**src/rtl/dmem_arb_pkg.sv**
```systemverilog
// Shared types for the data-memory arbiter: request bundle and response-owner encoding.
// The request struct is sized for the default 32-bit datapath.
package dmem_arb_pkg;

    localparam int unsigned DW = 32;
    localparam int unsigned MW = DW / 8;

    typedef enum logic {
        OWNER_CORE = 1'b0,
        OWNER_EXT  = 1'b1
    } owner_e;

    typedef struct packed {
        logic          we;
        logic [DW-1:0] addr;
        logic [DW-1:0] wdata;
        logic [MW-1:0] mask;
    } mem_req_t;

endpackage

```
**src/rtl/rr_arb2.sv**
```systemverilog
// Two-input round-robin arbiter; req/gnt bit 0 is the core, bit 1 the external port.
// Grant is combinational; last_gnt only moves on cycles that actually grant.
module rr_arb2
    import dmem_arb_pkg::*;
(
    input  logic       clk,
    input  logic       rst,
    input  logic [1:0] req,
    output logic [1:0] gnt
);

    owner_e last_gnt;

    always_comb begin
        gnt = '0;
        if (req[0] && req[1]) begin
            if (last_gnt == OWNER_EXT) begin
                gnt = 2'b01;
            end else begin
                gnt = 2'b10;
            end
        end else begin
            gnt = req;
        end
    end

    // Reset to EXT so the core wins the first conflict.
    always_ff @(posedge clk) begin
        if (rst) begin
            last_gnt <= OWNER_EXT;
        end else if (gnt[0]) begin
            last_gnt <= OWNER_CORE;
        end else if (gnt[1]) begin
            last_gnt <= OWNER_EXT;
        end
    end

endmodule

```
**src/rtl/dmem_arbiter.sv**
```systemverilog
// Shares the single dmem between the LSU and an external requester: one access per
// cycle, round-robin on conflict, 1-cycle read response routed back to its owner.
module dmem_arbiter
    import dmem_arb_pkg::*;
#(
    parameter  int unsigned DATA_WIDTH = 32,
    localparam int unsigned MASK_SIZE  = DATA_WIDTH / 8
) (
    input  logic                  clk,
    input  logic                  rst,

    input  logic                  core_req,
    input  logic                  core_we,
    input  logic [DATA_WIDTH-1:0] core_addr,
    input  logic [DATA_WIDTH-1:0] core_wdata,
    input  logic [MASK_SIZE-1:0]  core_mask,
    output logic                  core_gnt,
    output logic                  core_rvalid,
    output logic [DATA_WIDTH-1:0] core_rdata,
    output logic                  core_stall,

    input  logic                  ext_req,
    input  logic                  ext_we,
    input  logic [DATA_WIDTH-1:0] ext_addr,
    input  logic [DATA_WIDTH-1:0] ext_wdata,
    input  logic [MASK_SIZE-1:0]  ext_mask,
    output logic                  ext_gnt,
    output logic                  ext_rvalid,
    output logic [DATA_WIDTH-1:0] ext_rdata,

    output logic                  mem_en,
    output logic                  mem_we,
    output logic [DATA_WIDTH-1:0] mem_addr,
    output logic [DATA_WIDTH-1:0] mem_wdata,
    output logic [MASK_SIZE-1:0]  mem_mask,
    input  logic [DATA_WIDTH-1:0] mem_rdata
);

    logic [1:0] req;
    logic [1:0] gnt;
    mem_req_t   core_r;
    mem_req_t   ext_r;
    mem_req_t   sel_r;
    owner_e     rsp_owner;
    logic       rsp_pending;
    logic       load_issue;

    assign req = {ext_req, core_req};

    rr_arb2 u_rr_arb2 (
        .clk (clk),
        .rst (rst),
        .req (req),
        .gnt (gnt)
    );

    assign core_gnt   = gnt[0];
    assign ext_gnt    = gnt[1];
    assign core_stall = core_req & ~gnt[0];

    always_comb begin
        core_r.we    = core_we;
        core_r.addr  = core_addr;
        core_r.wdata = core_wdata;
        core_r.mask  = core_mask;
        ext_r.we     = ext_we;
        ext_r.addr   = ext_addr;
        ext_r.wdata  = ext_wdata;
        ext_r.mask   = ext_mask;
    end

    always_comb begin
        sel_r = core_r;
        if (gnt[1]) begin
            sel_r = ext_r;
        end
    end

    // Control fields are forced to zero when idle so dmem never sees a stray write.
    always_comb begin
        mem_en    = |gnt;
        mem_we    = mem_en & sel_r.we;
        mem_addr  = mem_en ? sel_r.addr : '0;
        mem_mask  = mem_en ? sel_r.mask : '0;
        mem_wdata = sel_r.wdata;
    end

    assign load_issue = mem_en & ~sel_r.we;

    always_ff @(posedge clk) begin
        if (rst) begin
            rsp_pending <= 1'b0;
            rsp_owner   <= OWNER_CORE;
        end else begin
            rsp_pending <= load_issue;
            if (load_issue) begin
                rsp_owner <= gnt[1] ? OWNER_EXT : OWNER_CORE;
            end
        end
    end

    // rvalid is held low while reset is asserted, discarding any in-flight load.
    always_comb begin
        core_rvalid = rsp_pending & ~rst & (rsp_owner == OWNER_CORE);
        ext_rvalid  = rsp_pending & ~rst & (rsp_owner == OWNER_EXT);
        core_rdata  = mem_rdata;
        ext_rdata   = mem_rdata;
    end

endmodule

```
**config.mk**
```make
export PLATFORM = sky130hd
export DESIGN_NAME = dmem_arbiter
export DESIGN_NICKNAME = d
export VERILOG_FILES = /design/src/rtl/dmem_arb_pkg.sv /design/src/rtl/rr_arb2.sv /design/src/rtl/dmem_arbiter.sv
export SDC_FILE = /design/constraint.sdc
export NUM_CORES = 1
export LEC_CHECK = 0
export CAP_MARGIN = 20
export CORE_AREA = 2 2 123 125
export DETAILED_ROUTE_END_ITERATION = 7
export DIE_AREA = 0 0 125 127
export PLACE_DENSITY_LB_ADDON = 0.3
export RECOVER_POWER = 100
export SETUP_SLACK_MARGIN = 0.05
export SYNTH_ARGS = -nofsm -noshare
export SYNTH_HDL_FRONTEND = slang
export SYNTH_SLANG_ARGS = --single-unit
export TNS_END_PERCENT = 5
```
**constraint.sdc**
```tcl
create_clock -name clk -period 1.8 [get_ports clk]
set_clock_uncertainty 0.15 [all_clocks]
set_input_delay 0.27 -clock clk [delete_from_list [all_inputs] [get_ports clk]]
set_output_delay 0.27 -clock clk [all_outputs]
set_load 0.005 [all_outputs]
```
==> results of run 1 <==
## logic make-up (layout without fill, tap and decap cells)
kind of cell | count (synthesis) | count (layout) | share of synthesized area [%]
compound gates | 41 | 41 | 13.7
buf+inv | 83 | 262 | 38.4
flops | 3 | 3 | 3.80
mux | 32 | 32 | 22.8
simple gates | 85 | 85 | 21.3
## per-layer routing
layer	track usage (%)	vias to the layer above	routed length, um
li1	-	1089	-
met1	11.4	947	3300
met2	19.6	139	4430
met3	2.22	29	743
met4	3.07	0	184
met5	0	-	0
## area by class of cell
class / count / area, um^2 / area share, %
clock buffer: 4 / 78.8 / 2.02
multi-input combinational: 158 / 1030 / 26.2
timing repair buffer: 256 / 2510 / 64.1
sequential: 3 / 61.3 / 1.57
tap: 184 / 230 / 5.89
inverter: 2 / 7.51 / 0.192
## layout by cell type (no fill, tap or decap)
cell	instances
nand3b_1	1
nand2_1	77
buf_6	31
clkdlybuf4s15_1	1
nor2_1	2
a21boi_4	1
clkbuf_1	1
clkdlybuf4s50_1	137
clkdlybuf4s25_1	2
nor3b_1	1
mux2_4	23
dlygate4sd2_1	9
buf_2	37
buf_8	3
buf_16	5
mux2_2	9
and3_1	1
dfxtp_2	1
dlygate4sd3_1	1
clkbuf_2	10
nand2b_4	1
o21ai_1	18
o21ai_2	3
and2_1	1
a32o_1	1
buf_12	8
dfxtp_1	2
inv_1	2
o21ai_0	18
buf_4	12
clkbuf_16	3
or2_2	1
## sequential cells by signal, summed over array words and instances (netlist names)
register,count
rsp_pending,1
u_rr_arb2.last_gnt,1
rsp_owner,1
## timing repair
action / 4_1_cts / 5_1_grt
gates cloned: 7 / 0
buffers inserted: 15 / 7
gates resized for setup: 328 / 31
pin swaps: 6 / 1
endpoints found under the setup margin: 75 / 72
## power by group
group	total, mW	internal, mW	leakage, nW	switching, mW
clock	0.357	0.293	0.0382	0.0642
sequential	0.0757	0.0720	0.0246	0.00366
combinational	1.00	0.677	1.68	0.322
total	1.43	1.04	1.74	0.390
## worst max-delay path by stage
stage / from / endpoint / depth (start not counted)
6_report: u_rr_arb2.last_gnt / mem_wdata[11] / 6
3_3_place_gp: ext_req / mem_wdata[27] / 5
4_1_cts: u_rr_arb2.last_gnt / mem_wdata[31] / 7
3_5_place_dp: ext_req / mem_wdata[14] / 5
2_1_floorplan: core_req / mem_wdata[0] / 5
5_1_grt: u_rr_arb2.last_gnt / mem_wdata[10] / 6
## critical path, stage by stage (launching register included)
cell and delay, ns:
dfxtp_2 0.33, a21boi_4 0.19, buf_6 0.15, buf_8 0.12, buf_12 0.14, mux2_4 0.31
buf_6 0.12
==> metrics.txt, run 1 <==
Mean Syn Cell Area=6.48 um^2; Post-synth top cells=nand2_1, buf_4, o21ai_0; top cells by area, synth=buf_4, mux2_2, nand2_1, o21ai_0, buf_6; Placed Area=3520 um^2; pwr dens=366 nW/um^2; final worst slack=-0.212 ns; H-tree Lvls=1; Starting Density=11.0%; Critical Path Start Type=flop; Iter 0 DRT Violations=28; clk sink count=3; I/O Buffers=216; Final Instance Count excl. Fillers=607; Worst Path Max Fanout=8; ys flop type=dfxtp_1; layout cell share with drive strength beyond 1=35.0%; gr ovfl total=0; maximum root-to-sink buffer count=2; clock slew at reported path FFs=0.03 ns; Post-Syn Nets=418; hold slack=0.332 ns; Worst Hold Endpoint=rsp_pending; routed via count=2204; Slew Limit Fails=0; Rel. slew slack=83.2%; r2r worst-path depth=5; flop2flop setup slack=0.51 ns; Routed Antenna Nets=0; Final Cycle Share=112%; final WL=8.66 mm; Ys Warns=0; worst skew pair latency=0.23 ns; # rows=44; cell total after placement=577; register area share after synthesis=3.80%; Total Neg Setup Slack=-8.47 ns; first-pass GRT wire length=12.7 mm; # DRC=0; reg2reg end=rsp_owner; Die H=127 um; HP Start=rst; Tightest Pin Transition=0.253 ns; Cell Area, Synth=1580 um^2; HPWL reported at the end of detailed placement=5.73 mm; pre-CTS WS=-0.754 ns; gr usage total=10.3%; CTS buffer count=3; io pins=313; top-count cell post-synth=nand2_1; FFs w/ async S/R, synth=0%; #FFs+latches synth=3; WP data required=1.38 ns; EDFF count, synth=0; final design area excluding fillers=3910 um^2; critical path class=reg -> out; pin count of the biggest net entering global routing=31; origin of the critical flop-to-flop path=u_rr_arb2.last_gnt; Power Total=1.43 mW; TritonCTS clock tree=built; Hold Path Cell Cnt=2; max-cap violations=0; critical path arrival=1.59 ns; final hold vios=0; status=complete, but fails checks; drt first pass iters=2; Hold WC Path Type=in -> reg; Final setup viols=63; GP Congestion=0.761; Yosys top cell area share=30.4%; Peak supply drop=0.192 mV; Final nets=598; failing checks=negative setup slack; n_diodes=0; crit path time final=2.01 ns; Chip Width=125 um; post-layout util=27.1%; Root Buffer=clkbuf_16; Cell variety after synth=19; CP Capture Type=primary output; fillers=1563; achievable frequency=497 MHz; Pleak=1.74 nW; hold buffer count at cts=0; Synth area leader=buf_4; number of global-route vias before repair=2381; total core area=14400 um^2; routed len/inst=14.3 um; initial antenna violation count=0; Syn Inst Count=244; RSZ-0062 raised after global routing=yes; area delta synth->final=148%; Die ar.=15900 um^2; Via density=3.63
Note: power is estimated with default switching activity, not from simulation.
==> run 2, diff against run 1 <==
--- a/config.mk
+++ b/config.mk
@@ -7,11 +7,13 @@
 export LEC_CHECK = 0
 export CAP_MARGIN = 20
 export CORE_AREA = 2 2 123 125
+export CTS_BUF_LIST = sky130_fd_sc_hd__clkbuf_4 sky130_fd_sc_hd__clkbuf_8
 export DETAILED_ROUTE_END_ITERATION = 7
 export DIE_AREA = 0 0 125 127
 export PLACE_DENSITY_LB_ADDON = 0.3
 export RECOVER_POWER = 100
 export SETUP_SLACK_MARGIN = 0.05
+export SKIP_LAST_GASP = 1
 export SYNTH_ARGS = -nofsm -noshare
 export SYNTH_HDL_FRONTEND = slang
 export SYNTH_SLANG_ARGS = --single-unit
==> run 2 against run 1 <==
  * The flow still finishes with violations (negative setup slack)
  * Setup slack worse by 0.0055 ns
  * First-iteration DRC count is 25% higher
  * Clock-buffer cell count stayed put
  * Worst hold slack better by 0.051 ns
  * Largest power group unchanged
  * Maximum frequency is 0.27% lower
  * Flip-flop and latch count stayed put
  * Combinational power is 6% lower
  * Clock power is 41% lower
  * Register-to-register slack worse by 0.02 ns
  * Via count is 0.18% lower
  * Die area stayed put
  * Cell area is 2.5% lower
==> metrics.txt, run 2 (synthesis gave the netlist of run 1 again) <==
routed via count=2200 (-0.18%); critical path class=reg -> out; final hold vios=0 (unchanged); CP top delay family=buffers and inverters; area delta synth->final=141%; most used cell, CP=buf_6; failing checks=negative setup slack; crit path time final=2.02 ns (+0.00549 ns); layout cell share with drive strength beyond 1=26.1% (-8.8 points); clock slew at reported path FFs=0.03 ns (about the same); CP Capture Type=primary output; initial antenna violation count=1 (+1); Slowest cell on crit path=dfxtp_4; CP Buf/Inv Count=4 (unchanged); first-pass GRT wire length=12.6 mm (-1.1%); CP max stage delay=0.34 ns (about the same); switching share of total power=28.7% (+1.5 points); r2r worst-path depth=5 (unchanged); HPWL reported at the end of detailed placement=5.73 mm (unchanged); sequential share of power=6.1% (+0.8 points); gr usage total=10.1% (-0.22 points); WP data required=1.38 ns (about the same); hold buffer count at cts=0 (unchanged); final worst slack=-0.217 ns (-0.00549 ns); # rows=44 (unchanged); CTS buffer count=3 (unchanged); critical path arrival=1.60 ns (about the same); achievable frequency=496 MHz (-0.27%); I/O Buffers=216 (unchanged); gr ovfl total=0 (unchanged); io pins=313 (unchanged); Root Buffer=clkbuf_8; commonest non-fill, non-tap cell in the layout=clkdlybuf4s50_1; RSZ-0062 raised after global routing=yes; Die ar.=15900 um^2 (unchanged); number of global-route vias before repair=2392 (+0.46%); maximum root-to-sink buffer count=2 (unchanged); H-tree Lvls=1 (unchanged); Hold Path Cell Cnt=1 (-1); final WL=8.52 mm (-1.6%); Final Cycle Share=112% (+0.30 points); Slew Limit Fails=0 (unchanged); Power Total=1.23 mW (-14%); worst skew pair latency=0.22 ns (about the same); top flop regs=rsp_owner (1), rsp_pending (1), u_rr_arb2.last_gnt (1); status=complete, but fails checks; n_diodes=0 (unchanged); cell total after placement=577 (unchanged); Peak supply drop=0.136 mV (-29%); TritonCTS clock tree=built; Pleak=1.66 nW (-5.1%); M1 wire length=3.23 mm (-2.2%); # DRC=0 (unchanged); crit-path cells=a21boi_4 -> buf_6 -> buf_8 -> buf_12 -> mux2_4 -> buf_6; most frequent cells in the layout=clkdlybuf4s50_1, nand2_1, o21ai_0; Die H=127 um (unchanged); Critical Path Start Type=flop; total core area=14400 um^2 (unchanged); clk sink count=3 (unchanged); internal power=878 uW (-16%); GP Congestion=0.761 (unchanged); reported net switching power=354 uW (-9.4%); pwr dens=323 nW/um^2 (-12%); Routed Antenna Nets=0 (unchanged); drt first pass iters=4 (+2); Final setup viols=73 (+16%); Top Layer Used=met4; Tightest Pin Transition=0.179 ns (-0.0739 ns); DR WL met2=4.35 mm (-2.0%); Final nets=592 (-1.0%); part of the power in combinational logic=76.7% (+6.9 points); Worst Path Max Fanout=8 (unchanged); WL met3=792 um (+6.6%); max-cap violations=0 (unchanged); routed len/inst=14.2 um (-0.66%); post-layout util=26.4% (-0.67 points); pin count of the biggest net entering global routing=31 (unchanged); part of the power in the clock network=17.2% (-7.7 points); Via density=3.66 (+0.82%); Stages on worst setup path=6 (unchanged); Rel. slew slack=88.0% (+4.8 points); Final Instance Count excl. Fillers=601 (-0.99%); Chip Width=125 um (unchanged); Iter 0 DRT Violations=35 (+25%); Hold WC Path Type=reg -> reg; Starting Density=11.0% (unchanged)
run 2: cell count changes in the layout (fill, tap and decap cells not counted), moves of 3 or more:
cell and delta:
buf_2 -22, buf_6 -19, clkdlybuf4s15_1 +18, o21ai_0 +15, o21ai_1 -12, dlygate4sd2_1 +8, clkdlybuf4s50_1 +6, mux2_2 +5
mux2_4 -5, buf_4 +4, clkbuf_16 -3, clkbuf_2 +3, clkbuf_8 +3, o21ai_2 -3
run 2: power groups by stage:
stage / Sequential (mW) / Combinational [mW] / Clock, mW
after floorplan: 0.0748 / 0.358 / 0
after global placement: 0.0754 / 0.871 / 0
after detailed placement: 0.0756 / 0.875 / 0
after CTS: 0.0752 / 0.982 / 0.221
after global routing: 0.0754 / 1.02 / 0.228
final: 0.0750 / 0.944 / 0.212
run 2: routing by layer:
layer	GRT usage [%]	vias to the layer above
met2	19.6	150
met1	11.0	945
li1	-	1078
met3	2.18	27
met5	0	-
met4	2.55	0
run 2: what timing repair did:
item | in CTS | in global routing
gates cloned | 7 | 0
resized for setup | 179 | 50
buffers inserted | 15 | 2
endpoints found under the setup margin | 75 | 75
pin swaps | 1 | 2
run 2: layout make-up:
cell class / instances / area [um^2]
timing repair buffer: 250 / 2470
multi-input combinational: 158 / 991
tap: 184 / 230
fill: 1589 / 10600
clock buffer: 4 / 48.8
inverter: 2 / 7.51
sequential: 3 / 63.8
run 2: path summary, 6_finish.rpt:
path | start | endpoint | slack (ns)
worst max-delay path | u_rr_arb2.last_gnt | mem_wdata[11] | -0.22
worst min-delay path | rsp_owner | rsp_owner | 0.38
worst max register to register | u_rr_arb2.last_gnt | rsp_owner | 0.49
worst min register to register | rsp_owner | rsp_owner | 0.38
run 2: worst register-to-register path, delay by kind of cell, from the launching register on:
family	cells	cell delay (ns)
flip-flops	1	0.35
buffers and inverters	3	0.41
AO/OA/AOI/OAI	2	0.28
run 2: per-stage QoR:
| step | setup slack, ns | hold WS, ns | TNS (ns) | area, um^2 |
|---|---|---|---|---|
| floorplan | 0.228 | 0.224 | 0 | 1580 |
| global placement | -0.734 | 0.349 | -47.08 | 3520 |
| detailed placement | -0.754 | 0.364 | -47.60 | 3520 |
| CTS | -0.279 | 0.372 | -16.27 | 3910 |
| global route | -0.261 | 0.390 | -16.36 | 3810 |
| finish | -0.217 | 0.383 | -11.46 | 3810 |
